==> src/rtl/spi_master_ctrl.sv <==
// SPI master: one DATA_W-bit word per accepted start, SCLK gated by a half-period tick.
// Define SPI_LSB_FIRST_EN for LSB-first shifting (tx and rx); default is MSB-first.
module spi_master_ctrl #(
   parameter int DIV_NUMBER = 6,
   parameter int DATA_W     = 8,
   parameter bit CPOL       = 1'b0,
   parameter bit CPHA       = 1'b0
) (
   input  logic              clk,
   input  logic              rst_n,
   input  logic              start,
   input  logic [DATA_W-1:0] tx_data,
   output logic              busy,
   output logic              done,
   output logic [DATA_W-1:0] rx_data,
   output logic              spi_sclk,
   output logic              spi_cs_n,
   output logic              spi_mosi,
   input  logic              spi_miso
);

   localparam int HALF   = DIV_NUMBER / 2;
   localparam int CNT_W  = (HALF > 1) ? $clog2(HALF) : 1;
   localparam int EDGES  = 2 * DATA_W;
   localparam int EDGE_W = $clog2(EDGES + 1);

   typedef enum logic [1:0] {IDLE, SETUP, XFER, HOLD} state_t;

   state_t              state_q, state_d;
   logic [CNT_W-1:0]    cnt_q, cnt_d;
   logic [EDGE_W-1:0]   edge_q, edge_d, edge_nx;
   logic [DATA_W-1:0]   txsh_q, txsh_d;
   logic [DATA_W-1:0]   rxsh_q, rxsh_d;
   logic [DATA_W-1:0]   rx_q, rx_d;
   logic                busy_q, busy_d;
   logic                done_q, done_d;
   logic                sclk_q, sclk_d;
   logic                cs_n_q, cs_n_d;
   logic                mosi_q, mosi_d;
   logic                tick;

   assign tick    = (state_q != IDLE) && (cnt_q == CNT_W'(HALF - 1));
   assign edge_nx = edge_q + EDGE_W'(1);

   always_ff @(posedge clk or negedge rst_n) begin
      if (!rst_n) begin
         state_q <= IDLE;
         cnt_q   <= '0;
         edge_q  <= '0;
         txsh_q  <= '0;
         rxsh_q  <= '0;
         rx_q    <= '0;
         busy_q  <= 1'b0;
         done_q  <= 1'b0;
         sclk_q  <= CPOL;
         cs_n_q  <= 1'b1;
         mosi_q  <= 1'b0;
      end else begin
         state_q <= state_d;
         cnt_q   <= cnt_d;
         edge_q  <= edge_d;
         txsh_q  <= txsh_d;
         rxsh_q  <= rxsh_d;
         rx_q    <= rx_d;
         busy_q  <= busy_d;
         done_q  <= done_d;
         sclk_q  <= sclk_d;
         cs_n_q  <= cs_n_d;
         mosi_q  <= mosi_d;
      end
   end

   always_comb begin
      state_d = state_q;
      cnt_d   = (state_q == IDLE || tick) ? '0 : cnt_q + CNT_W'(1);
      edge_d  = edge_q;
      txsh_d  = txsh_q;
      rxsh_d  = rxsh_q;
      rx_d    = rx_q;
      busy_d  = busy_q;
      done_d  = 1'b0;
      sclk_d  = sclk_q;
      cs_n_d  = cs_n_q;
      mosi_d  = mosi_q;
      case (state_q)
         IDLE: begin
            if (start) begin
               txsh_d  = tx_data;
               cs_n_d  = 1'b0;
               busy_d  = 1'b1;
               edge_d  = '0;
`ifdef SPI_LSB_FIRST_EN
               mosi_d  = tx_data[0];
`else
               mosi_d  = tx_data[DATA_W-1];
`endif
               state_d = SETUP;
            end
         end
         SETUP, XFER: begin
            if (tick) begin
               sclk_d  = ~sclk_q;
               edge_d  = edge_nx;
               state_d = (edge_nx == EDGE_W'(EDGES)) ? HOLD : XFER;
               // Sample edges have parity opposite to CPHA; the first and last edge never shift.
               if (edge_nx[0] != CPHA) begin
`ifdef SPI_LSB_FIRST_EN
                  rxsh_d = {spi_miso, rxsh_q[DATA_W-1:1]};
`else
                  rxsh_d = {rxsh_q[DATA_W-2:0], spi_miso};
`endif
               end else if (edge_nx != EDGE_W'(EDGES) && edge_nx != EDGE_W'(1)) begin
`ifdef SPI_LSB_FIRST_EN
                  txsh_d = txsh_q >> 1;
                  mosi_d = txsh_q[1];
`else
                  txsh_d = txsh_q << 1;
                  mosi_d = txsh_q[DATA_W-2];
`endif
               end
            end
         end
         HOLD: begin
            if (tick) begin
               cs_n_d  = 1'b1;
               busy_d  = 1'b0;
               done_d  = 1'b1;
               rx_d    = rxsh_q;
               mosi_d  = 1'b0;
               state_d = IDLE;
            end
         end
         default: state_d = IDLE;
      endcase
   end

   assign busy     = busy_q;
   assign done     = done_q;
   assign rx_data  = rx_q;
   assign spi_sclk = sclk_q;
   assign spi_cs_n = cs_n_q;
   assign spi_mosi = mosi_q;

endmodule

==> config.mk <==
export PLATFORM = sky130hd
export DESIGN_NAME = spi_master_ctrl
export DESIGN_NICKNAME = d
export VERILOG_FILES = /design/src/rtl/spi_master_ctrl.sv
export SDC_FILE = /design/constraint.sdc
export NUM_CORES = 1
export LEC_CHECK = 0
export CAP_MARGIN = 20
export CORE_ASPECT_RATIO = 0.6
export CORE_UTILIZATION = 57
export CTS_CLUSTER_SIZE = 40
export DETAILED_ROUTE_END_ITERATION = 6
export GPL_TIMING_DRIVEN = 0
export PLACE_DENSITY = 0.85
export SYNTH_ARGS = -nofsm -noshare
export SYNTH_HDL_FRONTEND = slang
export SYNTH_SLANG_ARGS = --single-unit
==> constraint.sdc <==
create_clock -name clk -period 3.5 [get_ports clk]
set_clock_uncertainty 0.1 [all_clocks]
set_input_delay 0.35 -clock clk [delete_from_list [all_inputs] [get_ports clk]]
set_output_delay 0.35 -clock clk [all_outputs]
set_load 0.01 [all_outputs]
; ---- Word-level counts from Yosys, hierarchy flattened
; Index checks and enable logic that the tools add are counted.
; Widths: inputs -> output; s select.
[totals]
reg_bits = 37
output_inout_bits = 13
elab_cells = 69
[classes]
add_sub_neg = 2
eq_ne = 12
n_mux = 27
n_bitwise = 1
reduce_logical = 16
[op_table]
columns = op, count
row1 = $mux 7, 4
row2 = $pmux 7 s2, 1
row3 = $reduce_and 3->1, 4
row4 = $mux 1, 11
row5 = $mux 5, 2
row6 = $ne 2x2->1 const B, 5
row7 = $pmux 5 s2, 1
row8 = $reduce_and 5->1, 2
row9 = $mux 2, 4
row10 = $eq 2x2->1 const B, 3
row11 = $pmux 2 s3, 1
row12 = $reduce_bool 2->1, 3
row13 = $add 5x1->5 const B, 1
row14 = $eq 5x5->1 const B, 1
row15 = $ne 5x1->1 const B, 1
row16 = $ne 5x5->1 const B, 1
row17 = $pmux 1 s2, 2
row18 = $reduce_and 2->1, 2
row19 = $pmux 1 s3, 1
row20 = $add 2x1->2 const B, 1
row21 = $eq 2x1->1 const B, 1
row22 = $logic_and 1x1->1, 2
row23 = $logic_not 2->1, 1
row24 = $reduce_or 2->1, 1
row25 = other kinds (2), 2

; ---- Depth between registers and ports, before layout
[depth]
word_depth = 7
depth_mapped = 8
depth_no_buf = 7

; ---- Worst setup path before layout
; Ideal clock, no wire load.
[synth_path]
kind = flip-flop to flip-flop
from = register edge_q[0]
to = register txsh_q[1]
setup_time_ns = 0.125
t_arrival_ns = 1.716
required_ns = 3.275
path_slack_ns = 1.559
stages_incl_launch_ff = 7
path_buffers = 0
synth_period_minus_slack_ns = 1.941
path_cell_list = dfrtp_1 > ha_1 > or2_1 > o21ai_0 > a31oi_1 > o21ai_2 > mux2_2
[synth_via]
elab_chain_len = 5
[synth_lines]
columns = element, line
row1 = start: declaration, 31  ; logic [EDGE_W-1:0] edge_q, edge_d, edge_nx;
row2 = start signal: assignment, 61  ; edge_q <= edge_d;
row3 = $add 5x1->5 *, 43  ; assign edge_nx = edge_q + EDGE_W'(1);
row4 = $ne 5x5->1 / $ne 5x1->1 (equally long branches), 112  ; end else if (edge_nx != EDGE_W'(EDGES) && edge_nx != EDGE_W'(1)) begin
row5 = $logic_and 1x1->1, 112
row6 = $ne 2x2->1 (no line), --
row7 = $reduce_and 5->1 (no line) *, --
row8 = end signal: assignment, 62  ; txsh_q <= txsh_d;
row9 = end: declaration, 32  ; logic [DATA_W-1:0] txsh_q, txsh_d;
; Mark *: on every way between the ends. The rest lies on a longest branch, timed or not.
; A chain may end at the register's enable or synchronous reset.

; ---- Worst setup path in the final report
[layout_path]
from = register edge_q[0]
to = register txsh_q[6]
; Same word-level chain as after synthesis.

==> out/results.md <==
### GRT
• **vias in the first global route** 1179
• **largest net degree at the start of global routing** 38
• **all-layer global routing usage** 0.226
• **number of antenna violations at the first check in global routing** 0
• **global-route wire length before repair** 5360 microns
• **Remaining Overflow, GRT** 0

### Pwr
• **Final Total Pwr** 0.00172 W
• **combinational group share of total power** 0.434
• **VDD IR max** 0.000447 V
• **power per standard cell area** 812 nW/um^2
• **net switching share of the total power** 0.349
• **switching power** 0.000599 W
• **Int Pwr** 0.00112 W
• **static leakage power** 0.994 nW
• **power share of the clock group** 0.164
• **Flop pwr share** 0.402

### Route
• **antenna-violating nets left** 0
• **via count of the routed design** 1150
• **count of routing violations after the opening detailed-route iteration** 44
• **Wirelength per Cell** 14.9 microns
• **drt drc** 0
• **Detailed Routing Iterations Pass 1** 4
• **drt total wl** 3190 microns
• **post-DR vias/cell** 5.37

### Clock tree
• **number of post-CTS setup repair buffers** 0
• **H-Tree Level Count** 2
• **clock transition time at the flip-flop clock pins of the worst setup and hold paths** 0.07 ns
• **TritonCTS clock tree** built
• **maximum clock insertion buffer count** 2
• **number of hold buffers added after CTS** 0
• **sink count of the clock tree** 37
• **root buffer selected by CTS** sky130_fd_sc_hd__clkbuf_8
• **number of clock buffers inserted by TritonCTS** 5
• **post-cts resize count** 0
• **Skew-Pair Late Insertion Delay** 0.28 ns

### Floorplanning
• **placeable core area** 2890 sq um
• **Die Height** 44.9 microns
• **Boundary Pins** 25
• **total die area** 3290 sq um
• **total number of placement rows** 15
• **Starting Density** 0.603
• **Die Width** 73.4 microns

### STA
• **final hold vios** 0
• **post-layout min period** 2.31 ns
• **portion of the clock cycle consumed by the worst path in the final layout** 0.661
• **transition time at the pin with the least slew margin** 0.814 ns
• **Max Clk Rate** 432 MHz
• **RSZ-0062 raised after global routing** false
• **Pins Over Slew Limit** 0
• **worst hold margin** 0.0543 ns
• **final setup violating endpoints** 0
• **aggregate negative setup slack** 0 ns
• **slew margin rel.** 0.457

### Yosys
• **fraction of synthesized cell area taken by the top area cell type** 0.516
• **post-synth net total** 159
• **Synth Register Bits** 37
• **mean instance size in the synthesized netlist** 12.5 sq um
• **proportion of synthesized chip area in sequential cells** 0.532
• **cell area after synthesis** 1740 sq um
• **biggest area contributors in the synthesized netlist** sky130_fd_sc_hd__dfrtp_1 (52%), sky130_fd_sc_hd__mux2_2 (19%), sky130_fd_sc_hd__ha_1 (5.0%)
• **number of warnings printed during yosys synthesis** 0
• **area leader, netlist** sky130_fd_sc_hd__dfrtp_1
• **cell count after synthesis** 140
• **post-synthesis cell type count** 36

### Finish
• **register area** 927 sq um
• **synth-to-layout area growth** 21.2%
• **layout cell share with drive strength beyond 1** 0.279
• **Final #Nets** 190
• **area used by multi-input combinational logic** 753 sq um
• **final core utilization** 0.732
• **number of filler cells placed in the layout** 202
• **number of inserted diodes** 0
• **Cell Count, Final, Fillers Out** 214

### Placement
• **total of buffers placed on input and output ports** 24
• **detailed-placement wirelength estimate** 2320 microns
• **post-placement cell count** 206
• **RD Place Congestion** 0.757

### Setup path
• **arrival time of data at the critical path endpoint** 2.38 ns
• **Data required, critical path** 3.57 ns
• **startpoint of the most critical register-to-register path** edge_q[0]
• **minimum setup slack among reg-to-reg paths** 1.19 ns
• **worst reg2reg path endpoint** txsh_q[6]
• **CP endpoint kind** register
• **Setup CP Type** reg -> reg
• **worst reg2reg path depth** 6
• **CP Launch Type** register
• **maximum fanout along the worst path** 7

### Status
• **outcome** complete, no violations

### Run
• **max capacitance violation total** 0

### Worst hold path
• **Hold Path Class** in -> async

==> registers in the layout (all words and copies together), names as in the netlist <==
signal,count
busy,1
cnt_q,2
done,1
edge_q,5
rx_data,8
rxsh_q,8
spi_cs_n,1
spi_mosi,1
spi_sclk,1
state_q,2
txsh_q,7
==> power by group through the flow <==
stage               sequential, W  clock, W  combinational, W
floorplan                0.000684         0          0.000520
global placement         0.000681         0          0.000704
detailed placement       0.000696         0          0.000745
CTS                      0.000689  0.000289          0.000751
global route             0.000711  0.000308          0.000813
finish                   0.000690  0.000282          0.000746
==> cells by family after synthesis <==
| family | Yosys count | share of synthesized area |
|---|---|---|
| simple gates | 32 | 0.102 |
| fa+ha+maj | 7 | 0.0502 |
| compound gates | 19 | 0.0717 |
| flops | 37 | 0.532 |
| xor+xnor | 3 | 0.0151 |
| mux | 30 | 0.193 |
| buf+inv | 12 | 0.0366 |
==> Yosys cell counts <==
master / number
sky130_fd_sc_hd__mux2_2: 29
sky130_fd_sc_hd__ha_1: 7
sky130_fd_sc_hd__xor2_1: 1
sky130_fd_sc_hd__or3b_2: 1
sky130_fd_sc_hd__and2b_1: 1
sky130_fd_sc_hd__buf_4: 1
sky130_fd_sc_hd__a32o_1: 1
sky130_fd_sc_hd__mux2i_1: 1
sky130_fd_sc_hd__a21oi_1: 3
sky130_fd_sc_hd__a31oi_1: 1
sky130_fd_sc_hd__o22ai_1: 1
sky130_fd_sc_hd__nand3b_4: 1
sky130_fd_sc_hd__and2_1: 2
sky130_fd_sc_hd__xnor2_1: 2
sky130_fd_sc_hd__dfrtp_1: 36
sky130_fd_sc_hd__nor4b_1: 1
sky130_fd_sc_hd__nand2_2: 1
sky130_fd_sc_hd__nor2_1: 7
sky130_fd_sc_hd__nor2b_1: 1
sky130_fd_sc_hd__o21ai_0: 6
sky130_fd_sc_hd__or2_1: 1
sky130_fd_sc_hd__nor3_1: 3
sky130_fd_sc_hd__inv_1: 8
sky130_fd_sc_hd__nand3_2: 1
sky130_fd_sc_hd__o21ai_2: 1
sky130_fd_sc_hd__dfstp_2: 1
sky130_fd_sc_hd__a21o_1: 1
sky130_fd_sc_hd__buf_1: 1
sky130_fd_sc_hd__nand2_1: 9
sky130_fd_sc_hd__nand2b_1: 1
sky130_fd_sc_hd__nand3_1: 2
sky130_fd_sc_hd__a22o_1: 1
sky130_fd_sc_hd__a22oi_1: 1
sky130_fd_sc_hd__o21a_1: 1
sky130_fd_sc_hd__a21o_2: 2
sky130_fd_sc_hd__buf_6: 2
==> worst max-delay path by stage <==
stage	from	end	slack, ns	cells after the start
after floorplan	edge_q[0]	txsh_q[1]	1.56	6
after global placement	rst_n	rx_data[4]	1.19	1
after detailed placement	edge_q[0]	txsh_q[6]	1.24	6
after CTS	edge_q[0]	txsh_q[6]	1.22	6
after global routing	edge_q[0]	txsh_q[5]	1.08	6
final	edge_q[0]	txsh_q[6]	1.19	6
==> area by class of cell <==
cell class	instances	share of cell area
inverters	8	0.0142
plain buffers	4	0.0160
flip-flops and latches	37	0.438
multi-input cells	91	0.356
repair buffers	24	0.111
well taps	42	0.0249
clock inverters	2	0.00473
clock buffers	6	0.0343
==> worst max-delay path: stages (launching register included) <==
cell and delay, ns:
sky130_fd_sc_hd__dfrtp_1 0.46, sky130_fd_sc_hd__ha_1 0.30, sky130_fd_sc_hd__nand3_2 0.14, sky130_fd_sc_hd__xor2_1 0.26
sky130_fd_sc_hd__mux2i_1 0.17, sky130_fd_sc_hd__o21ai_2 0.37, sky130_fd_sc_hd__mux2_2 0.40
==> layout by cell type (no fill, tap or decap), types with 2 or more instances in the layout <==
cell type and n:
sky130_fd_sc_hd__nor3_1 3, sky130_fd_sc_hd__and2_1 2, sky130_fd_sc_hd__xnor2_1 2, sky130_fd_sc_hd__mux2_2 29, sky130_fd_sc_hd__buf_6 2, sky130_fd_sc_hd__a21oi_1 3, sky130_fd_sc_hd__a21o_2 2, sky130_fd_sc_hd__nand3_1 2
sky130_fd_sc_hd__inv_1 8, sky130_fd_sc_hd__o21ai_0 6, sky130_fd_sc_hd__clkdlybuf4s50_1 23, sky130_fd_sc_hd__nor2_1 7, sky130_fd_sc_hd__ha_1 7, sky130_fd_sc_hd__clkinv_2 2, sky130_fd_sc_hd__nand2_1 9, sky130_fd_sc_hd__clkbuf_8 5
sky130_fd_sc_hd__dfrtp_1 36
==> layer usage <==
layer,routed length [microns],vias up,global-route usage,part of all wire
met1,1460,567,0.291,0.46
met2,1570,27,0.374,0.49
met3,105,9,0.0603,0.033
met5,0,-,0,0
met4,55,0,0.0923,0.017
li1,-,547,-,-
==> per-stage QoR <==
stage / worst slack [ns] / cell area (sq um)
6_report: 1.19 / 2110
5_1_grt: 1.08 / 2110
4_1_cts: 1.22 / 2110
3_5_place_dp: 1.24 / 2030
3_3_place_gp: 1.19 / 2040
2_1_floorplan: 1.56 / 1740
(Power assumes the default switching activity.)
